==> src/rtl/seq_det_pkg.sv <==
// Shared types and defaults for the programmable
// serial pattern detector.
package seq_det_pkg;

  localparam int DEFAULT_MAX_LEN = 8;
  localparam int DEFAULT_CNT_W   = 8;
  localparam int DEFAULT_LEN_W   =
    $clog2(DEFAULT_MAX_LEN + 1);

  typedef enum logic [1:0] {
    IDLE,
    FILL,
    ARMED
  } state_t;

  typedef struct packed {
    logic [DEFAULT_MAX_LEN-1:0] pattern;
    logic [DEFAULT_LEN_W-1:0]   len;
    logic                       overlap;
  } cfg_t;

endpackage

==> src/rtl/sat_counter.sv <==
// Saturating up-counter with a synchronous clear
// that takes priority over increment.
module sat_counter #(
  parameter int W = 8
) (
  input  logic         clk,
  input  logic         rst_n,
  input  logic         inc_i,
  input  logic         clr_i,
  output logic [W-1:0] cnt_o
);

  // Count up, stick at all-ones, clear wins.
  always_ff @(posedge clk or negedge rst_n) begin
    if (!rst_n) begin
      cnt_o <= '0;
    end else if (clr_i) begin
      cnt_o <= '0;
    end else if (inc_i && (cnt_o != '1)) begin
      cnt_o <= cnt_o + 1'b1;
    end
  end

endmodule

==> src/rtl/seq_det_prog.sv <==
// Programmable serial bit-pattern detector with
// run-time pattern/length/overlap and match counter.
module seq_det_prog
  import seq_det_pkg::*;
#(
  parameter  int MAX_LEN = DEFAULT_MAX_LEN,
  parameter  int CNT_W   = DEFAULT_CNT_W,
  localparam int LEN_W   = $clog2(MAX_LEN + 1)
) (
  input  logic               clk,
  input  logic               rst_n,
  input  logic               cfg_load_i,
  input  logic [MAX_LEN-1:0] cfg_pattern_i,
  input  logic [LEN_W-1:0]   cfg_len_i,
  input  logic               cfg_overlap_i,
  input  logic               valid_i,
  input  logic               data_i,
  input  logic               cnt_clr_i,
  output logic               detect_o,
  output logic [CNT_W-1:0]   det_cnt_o,
  output logic               busy_o
);

  localparam logic [LEN_W-1:0] MAX_L =
    LEN_W'(MAX_LEN);

  typedef struct packed {
    logic [MAX_LEN-1:0] pattern;
    logic [LEN_W-1:0]   len;
    logic               overlap;
  } cfg_s;

  cfg_s               cfg_q;
  cfg_s               cfg_d;
  logic [MAX_LEN-2:0] hist_q;
  logic [MAX_LEN-2:0] hist_d;
  logic [MAX_LEN-1:0] hist_acc;
  logic [MAX_LEN-1:0] mask;
  logic [LEN_W-1:0]   fill_q;
  logic [LEN_W-1:0]   fill_d;
  logic [LEN_W-1:0]   fill_acc;
  logic [LEN_W-1:0]   len_ld;
  state_t             state_q;
  state_t             state_d;
  logic               match;
  logic               detect_q;

  // Only the low len bits take part in a compare.
  always_comb begin
    mask = '0;
    for (int i = 0; i < MAX_LEN; i++) begin
      mask[i] = LEN_W'(i) < cfg_q.len;
    end
  end

  // Oversized lengths collapse to the full window.
  always_comb begin
    len_ld = (cfg_len_i > MAX_L) ? MAX_L : cfg_len_i;
  end

  // Load beats data; accepted bits shift and match.
  always_comb begin
    cfg_d    = cfg_q;
    hist_d   = hist_q;
    fill_d   = fill_q;
    state_d  = state_q;
    match    = 1'b0;
    hist_acc = {hist_q, data_i};
    fill_acc = (fill_q == MAX_L) ? MAX_L
                                 : fill_q + 1'b1;
    if (cfg_load_i) begin
      cfg_d.pattern = cfg_pattern_i;
      cfg_d.len     = len_ld;
      cfg_d.overlap = cfg_overlap_i;
      hist_d        = '0;
      fill_d        = '0;
      state_d       = IDLE;
    end else if (valid_i) begin
      hist_d = hist_acc[MAX_LEN-2:0];
      fill_d = fill_acc;
      match  = (cfg_q.len != '0) &&
               (fill_acc >= cfg_q.len) &&
               ((hist_acc & mask) ==
                (cfg_q.pattern & mask));
      if (match && !cfg_q.overlap) begin
        fill_d = '0;
      end
      unique case (state_q)
        IDLE, FILL: begin
          if (fill_d == '0) begin
            state_d = IDLE;
          end else if (fill_d >= cfg_q.len) begin
            state_d = ARMED;
          end else begin
            state_d = FILL;
          end
        end
        ARMED: begin
          state_d = (fill_d == '0) ? IDLE : ARMED;
        end
        default: state_d = IDLE;
      endcase
    end
  end

  // Config, history, fill, FSM and detect registers.
  always_ff @(posedge clk or negedge rst_n) begin
    if (!rst_n) begin
      cfg_q.pattern <= '0;
      cfg_q.len     <= '0;
      cfg_q.overlap <= 1'b1;
      hist_q        <= '0;
      fill_q        <= '0;
      state_q       <= IDLE;
      detect_q      <= 1'b0;
    end else begin
      cfg_q    <= cfg_d;
      hist_q   <= hist_d;
      fill_q   <= fill_d;
      state_q  <= state_d;
      detect_q <= match;
    end
  end

  sat_counter #(
    .W(CNT_W)
  ) u_cnt (
    .clk  (clk),
    .rst_n(rst_n),
    .inc_i(match),
    .clr_i(cnt_clr_i),
    .cnt_o(det_cnt_o)
  );

  assign detect_o = detect_q;
  assign busy_o   = (state_q != IDLE);

endmodule
==> config.mk <==
export PLATFORM = sky130hd
export DESIGN_NAME = seq_det_prog
export DESIGN_NICKNAME = d
export VERILOG_FILES = /design/src/rtl/seq_det_pkg.sv /design/src/rtl/sat_counter.sv /design/src/rtl/seq_det_prog.sv
export SDC_FILE = /design/constraint.sdc
export NUM_CORES = 1
export LEC_CHECK = 0
export ABC_AREA = 1
export BUFFER_PORTS_ARGS = -buffer_cell sky130_fd_sc_hd__buf_2
export CORE_MARGIN = 2
export CORE_UTILIZATION = 40
export DETAILED_ROUTE_END_ITERATION = 8
export PLACE_DENSITY = 0.6
export RECOVER_POWER = 25
export SLEW_MARGIN = 15
export SYNTH_ARGS = -nofsm -noshare
export SYNTH_HDL_FRONTEND = slang
export SYNTH_SLANG_ARGS = --single-unit
==> constraint.sdc <==
create_clock -name clk -period 3.3 [get_ports clk]
set_input_delay 0.66 -clock clk [delete_from_list [all_inputs] [get_ports clk]]
set_output_delay 0.66 -clock clk [all_outputs]
set_load 0.1 [all_outputs]
After elaboration in Yosys (flattened, before gate mapping)
Cells that the tools add are included.
{ "word_totals": {"reg_bits": 35, "elab_cells": 59, "output_inout_bits": 10, "latch_bits": 0, "mem_bits_rw": 0, "n_memories": 0, "mem_bits_ro": 0} }
{ "op_classes": {"n_eq_ne": 5, "muxes": 19, "n_bitwise": 2, "shifts": 0, "n_reduce_logical": 12, "multipliers": 0, "magnitude_cmp": 11, "div": 0, "n_addsub": 2} }
{ "op_table": {"columns": ["op", "count"], "rows": [
  ["two-way mux 4 bit", 7],
  ["bitwise AND 8 bit", 2],
  ["less-than comparator 3 x 4 -> 1 bit, first input constant", 4],
  ["two-way mux 8 bit", 2],
  ["two-way mux 7 bit", 2],
  ["two-way mux 2 bit", 5],
  ["adder 8 x 1 -> 8 bit, second input constant", 1],
  ["== test 8 bit", 1],
  ["greater-or-equal comparator 4 bit", 2],
  ["less-than comparator 1 x 4 -> 1 bit, first input constant", 2],
  ["less-than comparator 2 x 4 -> 1 bit, first input constant", 2],
  ["!= test 8 bit, second input constant", 1],
  ["nonzero test 2 bit", 3],
  ["adder 4 x 1 -> 4 bit, second input constant", 1],
  ["== test 4 bit, second input constant", 1],
  ["greater-than comparator 4 bit, second input constant", 1],
  ["logical AND 1 bit", 4],
  ["zero test 4 bit", 1],
  ["case mux 2 bit (2 select lines)", 1],
  ["nonzero test 4 bit", 1],
  ["== test 2 x 1 -> 1 bit, second input constant", 1],
  ["== test 2 bit, second input constant", 1],
  ["zero test 2 bit", 1],
  ["two-way mux 1 bit", 2],
  ["2 further kinds", 2]
]} }

Longest topological paths before layout
{ "logic_depth": {"depth_word": 15, "mapped_depth": 23, "mapped_depth_nobuf": 23} }

Hierarchy
A second synthesis with hierarchy kept.
{ "hier_totals": {"cells_unflattened": 272, "hier_area_um2": 2009.4} }
{ "modules_own_cells": {"columns": ["module", "seq_area_each_um2", "cells_per_inst", "instances", "area_each_um2"], "rows": [
  ["seq_det_prog", 676.9, 198, 1, 1497.7],
  ["sat_counter", 200.2, 74, 1, 511.7]
]} }

Worst setup path after synthesis
Ideal clock, no wire load.
{ "synth_timing": {"path_type": "flip-flop to flip-flop", "from": "register fill_q[0]", "to": "register state_q[1]", "n_path_buf": 0, "required_time_ps": 3183, "stages_incl_launch_ff": 23, "slack_ps": 686, "t_arrival_ps": 2496, "setup_time_ps": 117, "period_less_slack_ps": 2614, "cell_sequence": "dfrtp_1 -> inv_1 -> ha_1 -> nand3_1 -> nand2_1 -> ha_1 -> inv_1 -> nand2_1 -> a21oi_1 -> nand2_1 -> nand3_1 -> nand2_1 -> nand3_1 -> nand2_1 -> ha_1 -> o21ai_0 -> nand2_1 -> o21ai_0 -> inv_1 -> nand2_1 -> nand2_1 -> nand3_1 -> nand2_1"} }
{ "synth_via": {"elab_chain_len": 15, "elab_cells_between_ends": 18} }
{ "synth_rtl": {"columns": ["element", "line", "source"], "rows": [
  ["start: declaration", "seq_det_prog.sv:39", "logic [LEN_W-1:0] fill_q;"],
  ["start signal: assignment", "seq_det_prog.sv:119", "fill_q <= fill_d;"],
  ["adder 4 x 1 -> 4 bit / == test 4 bit (equally long branches)", "seq_det_prog.sv:70, seq_det_prog.sv:69", null],
  ["two-way mux 4 bit (*)", "seq_det_prog.sv:69", "fill_acc = (fill_q == MAX_L) ? MAX_L"],
  ["greater-or-equal comparator 4 bit", "seq_det_prog.sv:82", "(fill_acc >= cfg_q.len) &&"],
  ["logical AND 1 bit", "seq_det_prog.sv:81", "match = (cfg_q.len != '0) &&"],
  ["logical AND 1 bit", "seq_det_prog.sv:82", null],
  ["logical AND 1 bit", "seq_det_prog.sv:85", "if (match && !cfg_q.overlap) begin"],
  ["two-way mux 4 bit (*)", "seq_det_prog.sv:85", null],
  ["two-way mux 4 bit (*)", "seq_det_prog.sv:78", "end else if (valid_i) begin"],
  ["two-way mux 4 bit (*)", "seq_det_prog.sv:71", "if (cfg_load_i) begin"],
  ["greater-or-equal comparator 4 bit", "seq_det_prog.sv:92", "end else if (fill_d >= cfg_q.len) begin"],
  ["two-way mux 2 bit", "seq_det_prog.sv:92", null],
  ["two-way mux 2 bit", "seq_det_prog.sv:90", "if (fill_d == '0) begin"],
  ["case mux 2 bit (2 select lines) (*)", "seq_det_prog.sv:88", "unique case (state_q)"],
  ["two-way mux 2 bit (*)", "seq_det_prog.sv:78", null],
  ["two-way mux 2 bit (*)", "seq_det_prog.sv:71", null],
  ["end signal: assignment", "seq_det_prog.sv:120", "state_q <= state_d;"],
  ["end: declaration", "seq_det_prog.sv:43", "state_t state_q;"]
]} }
Mark *: on every way between the ends. The rest lies on a longest branch, timed or not. The select of a mux whose other input is x is not followed.
A chain may end at the register's enable or synchronous reset.

Worst setup path in the final report
Ends and elaborated chain as after synthesis.

==> flow_summary_export.csv <==
group,metric,value,unit
clock_network,clockBufferDepth,2,
hold_path,min_path_type,"register to register",
clock_network,htreeDepth,2,
sta,hold_viol_final,0,
setup_path,worstPathArrival,3.08,ns
detailed_routing,post_drt_wl_per_cell,12.3,microns
sta,hold_slack,0.496,ns
cells_and_area,nNetsFinal,310,
global_route,track_usage,17.3,%
cells_and_area,multi_input_area,881,sq um
sta,fmaxAchievable,0.345,GHz
synth,ys_ff_latch,35,
detailed_routing,ant_nets,0,
synth,netlist-cell-type-count,26,
cells_and_area,n_antenna_cell,0,
sta,worst_pin_slew,1.86,ns
floorplan,rows,25,
sta,fin_ws,0.403,ns
global_route,grt_pass1_vias,1605,
run_status,violations,"max-capacitance violations, max-slew violations",
detailed_routing,firstDrtPassIters,4,
clock_network,cts_root_buffer,"clkbuf_8",
global_route,grt_max_degree,36,
hold_path,hold_depth,2,
cells_and_area,final_util,47.7,%
clock_network,clkSlewWorstSetupHoldPaths,0.07,ns
hold_path,min_from,"cfg_q[0]",
setup_path,crit_fanout,6,
setup_path,reg2reg_from,"fill_q[0]",
floorplan,dieWidth,73.6,microns
clock_network,clock_sinks,35,
detailed_routing,route.detailed.drc,0,
cells_and_area,seq_area,877,sq um
place,gp_congestion,0.926,
synth,ys.warnings.count,0,
power_and_ir_drop,design_power_total,1030,uW
setup_path,r2r_setup_slack,0.40,ns
detailed_routing,vias,1650,
sta,relSlewSlack,-24.1,%
setup_path,reg2reg_to,"state_q[1]",
sta,rsz0062_at_grt,"false",
floorplan,initial_utilization,41.3,%
floorplan,die_h,73.6,microns
power_and_ir_drop,peakVddDrop,0.218,mV
sta,min_period,2.90,ns
place,dp_hpwl,3090,microns
clock_network,cts_tree,"yes",
setup_path,endpoint_kind,"register",
sta,fin_skew,0.00577,ns
flow_run,max-cap-violations,1,
detailed_routing,wirelength,4140,microns
clock_network,cts-buffers-inserted,5,
synth,syn_avg_cell_area,7.75,sq um
global_route,grt_pass1_wl,7140,microns
hold_path,worstHoldEndpoint,"cfg_q[0]",
global_route,antenna_found_initial,0,
floorplan,coreArea,4690,sq um
sta,min_period_over_period,87.8,%
cells_and_area,n_fill_cell,481,
synth,synth_nets,278,
setup_path,crit_type,"register to register",
floorplan,ios,29,
synth,syn_inst,250,
setup_path,cp-start-kind,"register",
run_status,status,"finished, violations left",
place,port_buffers,28,
setup_path,required,3.48,ns
cells_and_area,syn_to_final_growth,15.4,%
clock_network,hold_buffers,0,
global_route,gr-total-overflow,0,
clock_network,clock_latency,0.29,ns
sta,setup_violations,0,
synth,ys_seq_area_share,45.3,%
detailed_routing,drt-vias-per-instance,4.90,
sta,slew_viol_final,36,
setup_path,r2r_cells,22,
detailed_routing,drt-initial-drc-count,40,
clock_network,post_cts_resized,0,
power_and_ir_drop,power_leakage,0.00117,uW
power_and_ir_drop,power_density,460,nW/um^2
setup_path,startpoint,"fill_q[0]",
clock_network,post_cts.repair.setup_buffers,0,
cells_and_area,layout-drive-gt1-share,16.6,%
sta,setup-tns-final,0,ns
place,dp_slack,0.421,ns
floorplan,die_area,5420,sq um
synth,synth_area,1940,sq um
-- cells in the final DEF (no fill, tap or decap) --
cell and instances:
a21oi_1 3, dfrtp_1 34, dfstp_2 1, a31o_2 1
inv_1 42, nand3_1 15, nand2_2 2, nor2_1 13
nand2_1 70, clkbuf_8 7, or2_2 2, o21ai_2 1
nand4_1 4, xor2_1 3, buf_4 1, nor2_4 1
buf_2 26, nand2_4 1, inv_2 2, o31ai_1 3
o21ai_0 20, xnor2_1 2, nor3_1 1, o22ai_1 11
nand3b_1 2, ha_1 9, clkbuf_1 3, a22o_1 1
nor2_2 2
-- metal layers --
| metal | track usage (%) | share of wire, % | vias to the layer above |
|---|---|---|---|
| met2 | 27.0 | 46 | 22 |
| met4 | 6.67 | 1.5 | 0 |
| li1 | - | - | 862 |
| met1 | 23.5 | 49 | 760 |
| met5 | 0 | 0 | - |
| met3 | 3.70 | 2.7 | 6 |
-- critical path, stage by stage (launching register included) --
cell and delay, ns:
dfrtp_1 0.37, inv_1 0.08, ha_1 0.19, nand3_1 0.11, nand2_1 0.10, ha_1 0.28
inv_1 0.05, nand2_1 0.04, a21oi_1 0.11, nand2_1 0.07, nand3_1 0.07, nand2_1 0.07
nand3_1 0.17, nand2_1 0.12, ha_1 0.28, o21ai_0 0.15, nand2_1 0.08, o21ai_0 0.14
inv_1 0.05, nand2_1 0.08, nand2_1 0.05, nand3_1 0.06, nand2_1 0.05
-- registers in the layout, summed over array words and instances, names as in the netlist --
| name | flops |
|---|---|
| hist_q | 7 |
| cfg_q | 13 |
| state_q | 2 |
| fill_q | 4 |
| detect_o | 1 |
| u_cnt.cnt_o | 8 |
-- synthesized netlist by cell type (all sizes together) --
cell	count	share of area [%]
o31ai	3	1.2
clkbuf	4	0.77
dfstp	1	1.4
ha	9	5.8
nor3	1	0.26
nand3b	2	0.77
nand2	73	15
inv	44	8.5
o22ai	11	3.6
dfrtp	34	44
o21ai	21	5.6
or2	2	0.65
a21oi	3	0.77
a31o	1	0.45
xnor2	2	0.90
a22o	1	0.45
nor2	16	3.7
nand3	15	3.9
nand4	4	1.3
xor2	3	1.4
-- worst max-delay path by stage --
stage,to,slack [ns],depth (start not counted)
finish,state_q[1],0.40,22
global route,state_q[1],0.009,22
CTS,state_q[1],0.40,22
detailed placement,state_q[1],0.42,22
global placement,state_q[1],0.54,22
floorplan,state_q[1],0.69,22
-- through the flow --
step | area (sq um) | std cells
after floorplan | 1940 | 250
after global placement | 2140 | 329
after detailed placement | 2140 | 329
after CTS | 2240 | 337
after global routing | 2240 | 337
final | 2240 | 337
-- kinds of logic after synthesis --
kind of cell	synth area share [%]
simple gates	25.4
compound gates	12.0
flops	45.3
xor+xnor	2.26
fa+ha+maj	5.81
buf+inv	9.30
-- area by class of cell --
class	instances	area share, %
clock buffers	8	4.48
inverters	44	7.39
multi-input cells	167	39.4
flip-flops and latches	35	39.2
well taps	54	3.02
repair buffers	29	6.49
-- power by group --
group,internal (uW),switching (uW),leakage (uW)
Combinational,60.3,153,0.000661
Clock,190,148,0.0000515
Sequential,455,21.1,0.000459
Total,706,322,0.00117
Note: power is estimated with default switching activity, not from simulation.
